<file path="src/rtl/frame_bootloader.sv">
// frame_bootloader: UART-fed RAM loader that holds a CPU in reset while a frame is downloaded.
// Frame: 16-bit big-endian word count N, then N*WORD_BYTES data bytes (LSB-first per word),
// then an optional 8-bit modulo-256 checksum byte. Every accepted byte is echoed back.
// Optional feature macro: BOOT_CHECKSUM_EN (adds the checksum byte and its accumulator).
// Ports:
//   clk, rst_n                  clock, asynchronous active-low reset
//   rx_data, rx_done            received byte and its 1-cycle valid pulse
//   tx_data, transmit, tx_done  echo byte, 1-cycle send request, 1-cycle echo-complete pulse
//   ram_addr, ram_data, ram_we  RAM word write port (1-cycle strobe)
//   trigger                     start/restart a boot
//   booting, cpu_rst            high while a boot is in progress or has failed
//   done, error                 sticky success / failure flags
module frame_bootloader #(
  parameter int unsigned ADDR_BITS      = 16,
  parameter int unsigned WORD_BYTES     = 1,
  parameter int unsigned TIMEOUT_CYCLES = 1000000
) (
  input  logic                    clk,
  input  logic                    rst_n,
  input  logic [7:0]              rx_data,
  input  logic                    rx_done,
  input  logic                    tx_done,
  output logic [7:0]              tx_data,
  output logic                    transmit,
  output logic [ADDR_BITS-1:0]    ram_addr,
  output logic [8*WORD_BYTES-1:0] ram_data,
  output logic                    ram_we,
  input  logic                    trigger,
  output logic                    booting,
  output logic                    cpu_rst,
  output logic                    done,
  output logic                    error
);

  localparam int unsigned DataW = 8 * WORD_BYTES;
  localparam int unsigned IdxW  = (WORD_BYTES > 1) ? $clog2(WORD_BYTES) : 1;
  localparam int unsigned IdleW = $clog2(TIMEOUT_CYCLES + 1);
  // 2^ADDR_BITS words is the largest legal frame; needs 17 bits when ADDR_BITS = 16.
  localparam logic [16:0] MaxWords = 17'(1) << ADDR_BITS;

  typedef enum logic [3:0] {
    StIdle, StHdrHi, StHdrLo, StRecv, StEcho, StWrite, StCksum, StFinish, StFail
  } state_e;

`ifdef BOOT_CHECKSUM_EN
  localparam state_e StAfterData = StCksum;
`else
  localparam state_e StAfterData = StFinish;
`endif

  state_e               state_q, state_d;
  state_e               ret_q, ret_d;     // receive state whose byte is being echoed
  logic [15:0]          n_q, n_d;         // header, then words still to write
  logic [IdxW-1:0]      idx_q, idx_d;
  logic [ADDR_BITS-1:0] addr_q, addr_d;
  logic [DataW-1:0]     data_q, data_d;
  logic [IdleW-1:0]     idle_q, idle_d;
  logic [7:0]           tx_data_q, tx_data_d;
  logic                 transmit_q, transmit_d;
  logic                 boot_q, boot_d;
  logic                 done_q, done_d;
  logic                 error_q, error_d;
`ifdef BOOT_CHECKSUM_EN
  logic [7:0]           sum_q, sum_d;
`endif

  always_comb begin
    state_d    = state_q;
    ret_d      = ret_q;
    n_d        = n_q;
    idx_d      = idx_q;
    addr_d     = addr_q;
    data_d     = data_q;
    idle_d     = '0;
    tx_data_d  = tx_data_q;
    transmit_d = 1'b0;
    boot_d     = boot_q;
    done_d     = done_q;
    error_d    = error_q;
`ifdef BOOT_CHECKSUM_EN
    sum_d      = sum_q;
`endif

    if (trigger) begin
      state_d = StHdrHi;
      boot_d  = 1'b1;
      done_d  = 1'b0;
      error_d = 1'b0;
      addr_d  = '0;
      idx_d   = '0;
      n_d     = '0;
`ifdef BOOT_CHECKSUM_EN
      sum_d   = '0;
`endif
    end else begin
      unique case (state_q)
        StHdrHi, StHdrLo, StRecv, StCksum: begin
          if (rx_done) begin
            tx_data_d  = rx_data;
            transmit_d = 1'b1;
            ret_d      = state_q;
            state_d    = StEcho;
            unique case (state_q)
              StHdrHi: n_d[15:8] = rx_data;
              StHdrLo: n_d[7:0]  = rx_data;
              StRecv: begin
                data_d[8*idx_q +: 8] = rx_data;
                idx_d = (idx_q == IdxW'(WORD_BYTES - 1)) ? '0 : idx_q + IdxW'(1);
`ifdef BOOT_CHECKSUM_EN
                sum_d = sum_q + rx_data;
`endif
              end
              default: ;
            endcase
          end else if (idle_q == IdleW'(TIMEOUT_CYCLES - 1)) begin
            state_d = StFail;
          end else begin
            idle_d = idle_q + IdleW'(1);
          end
        end
        StEcho: begin
          // rx_done is deliberately not looked at here: bytes arriving mid-echo are dropped.
          if (tx_done) begin
            unique case (ret_q)
              StHdrHi: state_d = StHdrLo;
              StHdrLo: begin
                if ({1'b0, n_q} > MaxWords) state_d = StFail;
                else if (n_q == 16'd0)      state_d = StAfterData;
                else                        state_d = StRecv;
              end
              // Index wraps to 0 exactly when a word has been completed.
              StRecv:  state_d = (idx_q == '0) ? StWrite : StRecv;
`ifdef BOOT_CHECKSUM_EN
              // tx_data_q still holds the checksum byte that was just echoed.
              StCksum: state_d = (tx_data_q == sum_q) ? StFinish : StFail;
`endif
              default: state_d = StFail;
            endcase
          end
        end
        StWrite: begin
          addr_d  = addr_q + ADDR_BITS'(1);
          n_d     = n_q - 16'd1;
          state_d = (n_q == 16'd1) ? StAfterData : StRecv;
        end
        StFinish: begin
          done_d  = 1'b1;
          boot_d  = 1'b0;
          state_d = StIdle;
        end
        StFail:  error_d = 1'b1;
        StIdle:  ;
      endcase
    end
  end

  always_ff @(posedge clk or negedge rst_n) begin
    if (!rst_n) begin
      state_q    <= StHdrHi;
      ret_q      <= StHdrHi;
      n_q        <= '0;
      idx_q      <= '0;
      addr_q     <= '0;
      data_q     <= '0;
      idle_q     <= '0;
      tx_data_q  <= '0;
      transmit_q <= 1'b0;
      boot_q     <= 1'b1;
      done_q     <= 1'b0;
      error_q    <= 1'b0;
`ifdef BOOT_CHECKSUM_EN
      sum_q      <= '0;
`endif
    end else begin
      state_q    <= state_d;
      ret_q      <= ret_d;
      n_q        <= n_d;
      idx_q      <= idx_d;
      addr_q     <= addr_d;
      data_q     <= data_d;
      idle_q     <= idle_d;
      tx_data_q  <= tx_data_d;
      transmit_q <= transmit_d;
      boot_q     <= boot_d;
      done_q     <= done_d;
      error_q    <= error_d;
`ifdef BOOT_CHECKSUM_EN
      sum_q      <= sum_d;
`endif
    end
  end

  assign tx_data  = tx_data_q;
  assign transmit = transmit_q;
  assign ram_addr = addr_q;
  assign ram_data = data_q;
  assign ram_we   = (state_q == StWrite);
  assign booting  = boot_q;
  assign cpu_rst  = boot_q;
  assign done     = done_q;
  assign error    = error_q;

endmodule

</file>
<file path="config.mk">
export PLATFORM = sky130hd
export DESIGN_NAME = frame_bootloader
export DESIGN_NICKNAME = d
export VERILOG_FILES = /design/src/rtl/frame_bootloader.sv
export SDC_FILE = /design/constraint.sdc
export NUM_CORES = 1
export LEC_CHECK = 0
export ABC_AREA = 1
export CAP_MARGIN = 0
export CORE_UTILIZATION = 57
export DETAILED_ROUTE_END_ITERATION = 8
export PLACE_DENSITY = 0.87
export SETUP_SLACK_MARGIN = 0.05
export SYNTH_ARGS = -nofsm -noshare
export SYNTH_HDL_FRONTEND = slang
export SYNTH_SLANG_ARGS = --single-unit
</file>
<file path="constraint.sdc">
create_clock -name clk -period 2.1 [get_ports clk]
set_input_delay 0.315 -clock clk [delete_from_list [all_inputs] [get_ports clk]]
set_output_delay 0.315 -clock clk [all_outputs]
set_load 0.01 [all_outputs]
</file>
==> run metrics <==
Crit path top cell by count buf_4; GR Util All Layers 0.270; root cell of the clock tree clkbuf_8; routed len/inst 13.4 µm; # port buffers 50; Starting Density 0.587; Cell Area, Placed 5110 µm²; GRT overflow 0; number of max-cap violations 0; Pleak 0.00252 µW; crit end category flip-flop; syn nets 626; vias per cell 5.32; Setup TNS 0 ps; Vert. Die Dim 90.9 µm; Final #Nets 686; Peak Freq 527 MHz; Core Area 7690 µm²; post-route cell area 5390 µm²; RSZ-0062 raised after global routing no; pwr/cell area 1080 nW/µm²; placed wire-length estimate 7.52 mm; IO Pins 51; vias in the first global route 3,983; largest net degree at the start of global routing 44; min cycle time layout 1900 ps; Area Growth Syn to Fin 19.6%; final wirelength 10.4 mm; area share of the largest cell type after synthesis 0.427; share of post-route cells with drive strength above 1 0.0877; antenna violations before repair 0; Yosys warning count 0; flops & latches, synth 80; # clock sinks 80; Worst EP arrival 2180 ps; cell family with most CP delay compound AO/OA/AOI/OAI gates; Final period util 0.904; CP max-delay cell dfstp_2; 1st-pass router iterations 5; H-tree Lvls 3; CP Class reg -> reg; vias 4,123; Yosys cell types 35; Longest Clk Path Bufs 2; diodes inserted 0; mapped cell area 4510 µm²; placed cells 754; Die X-Extent 90.9 µm; Post-route DRC 0; final slew viol count 0; syn avg cell area 7.42 µm²; first-pass GRT wire length 18.0 mm; Bufs and invs on worst path 3; post-synth top area cell dfrtp_1; Slew @ Worst Pin 508 ps; Worst-path clk slew 90 ps; full die area 8270 µm²; peak supply drop 0.000746 V; Core Util, Final 0.701; critical path's largest stage delay 560 ps; CP cell instances inv_2, nor2_4, nand2_4, buf_4, buf_4, a21oi_1, o21ai_0, o21ai_2; Hold Vio Cnt, Final 0; Req. time, crit path 2380 ps; critical path startpoint category flip-flop; # rows 32; cells after synthesis 608; worst rel slew slack 0.661; Final Skew 9.04 ps; TritonCTS clock tree done; Seq/Total Area, Yosys 0.445; RePlAce Congestion 0.904; worst hold-check path type reg -> reg; final setup vio count 0; fillers 658; outcome complete, no violations; DR iter-0 viols 248; fin cells 775; top post-synthesis cells by area dfrtp_1, nand2_1, nor2_1; CTS Buf Count 9; clk_lat worst skew 350 ps; Post-DRT Antenna Nets 0; CP Max Fanout 10
-- layer usage --
metal	wire length, µm	track usage	share of wire
met1	4790	0.376	0.46
met2	4950	0.433	0.48
met3	474	0.0352	0.046
met4	191	0.0992	0.018
met5	0	0	0
-- layout make-up --
cell class / count / area (µm²) / share of cell area
Sequential cell: 80 / 2010 / 0.372
Clock inverter: 5 / 105 / 0.0195
Inverter: 77 / 294 / 0.0545
Timing Repair Buffer: 63 / 613 / 0.114
Tap cell: 102 / 128 / 0.0237
Clock buffer: 11 / 131 / 0.0244
Multi-Input combinational cell: 437 / 2110 / 0.392
-- cells in the final DEF, fill, tap and decap left out, types with 3 or more instances in the layout --
cell             instances
nor3_1                  11
o21ai_2                  3
nor2_1                  86
nand4_1                 14
dfstp_2                  3
a21oi_1                 19
inv_1                   70
xor2_1                   8
ha_1                     5
dfrtp_1                 77
nand3b_1                 5
bufinv_16                3
xnor2_1                  4
o21ai_0                 46
o21ai_1                  7
nand2_1                166
clkdlybuf4s50_1         48
clkbuf_8                 9
nand3_1                 39
nand2_4                  7
nor2_4                   3
inv_2                    5
buf_4                   12
-- state kept, by name (all words and copies together) (netlist names) --
signal and count:
idle_q 20, n_q 16, ram_addr 16, ram_data 8, tx_data 8, ret_q 4, state_q 4, booting 1
done 1, error 1, transmit 1
-- synth_stat cells, drive strengths merged --
| cell type | instances |
|---|---|
| xor2 | 8 |
| a31oi | 2 |
| dfrtp | 77 |
| nand3 | 39 |
| xnor2 | 4 |
| a21oi | 21 |
| o21ai | 56 |
| ha | 5 |
| o22ai | 1 |
| clkbuf | 3 |
| nand4 | 14 |
| nor3b | 1 |
| inv | 77 |
| nor2 | 91 |
| buf | 11 |
| dfstp | 3 |
| nand2 | 175 |
| nand3b | 5 |
| nor3 | 14 |
| o31ai | 1 |
-- per-stage QoR --
stage          hold slack, ps  power [µW]  setup WS, ps
6_report                  473        5830           201
4_1_cts                   475        5780          64.9
5_1_grt                   502        6230           159
3_3_place_gp              321        4310           204
3_5_place_dp              319        4400           204
2_1_floorplan            19.4        3700           534
-- report_power, final --
group          internal [µW]  switching, µW  leakage [µW]  total, µW
Combinational            876           1430       0.00134       2300
Clock                    791            568      0.000110       1360
Sequential              1880            283       0.00107       2170
Total                   3550           2280       0.00252       5830
-- worst paths after layout --
| path | startpoint | to | slack, ps | cells past startpoint |
|---|---|---|---|---|
| worst min register to register | idle_q[0] | idle_q[0] | 470 | 1 |
| min in group asynchronous | rst_n | idle_q[0] | 480 | 2 |
| worst max register to register | state_q[0] | n_q[0] | 200 | 8 |
| worst max-delay path | state_q[0] | n_q[0] | 200 | 8 |
| worst min-delay path | idle_q[0] | idle_q[0] | 470 | 1 |
| max in group asynchronous | rst_n | ret_q[0] | 970 | 3 |
-- timing repair --
| item | in CTS | in global routing |
|---|---|---|
| endpoints found under the setup margin | 1 | 1 |
| hold buffers | 1 | 0 |
| hold endpoints to repair | 36 | 0 |
| setup buffers | 2 | 2 |
| pin swaps | 1 | 1 |
| gates resized for setup | 1 | 2 |
-- logic make-up (layout without fill, tap and decap cells) --
logic type               after synthesis  after routing  synth area share
AO/OA/AOI/OAI                         81             81            0.0955
XOR/XNOR                              12             12            0.0233
adder cells (fa/ha/maj)                5              5            0.0139
buffers and inverters                 91            156            0.0874
flip-flops                            80             80             0.445
AND/OR/NAND/NOR                      339            339             0.335
Power figures use the tool's default switching activity.
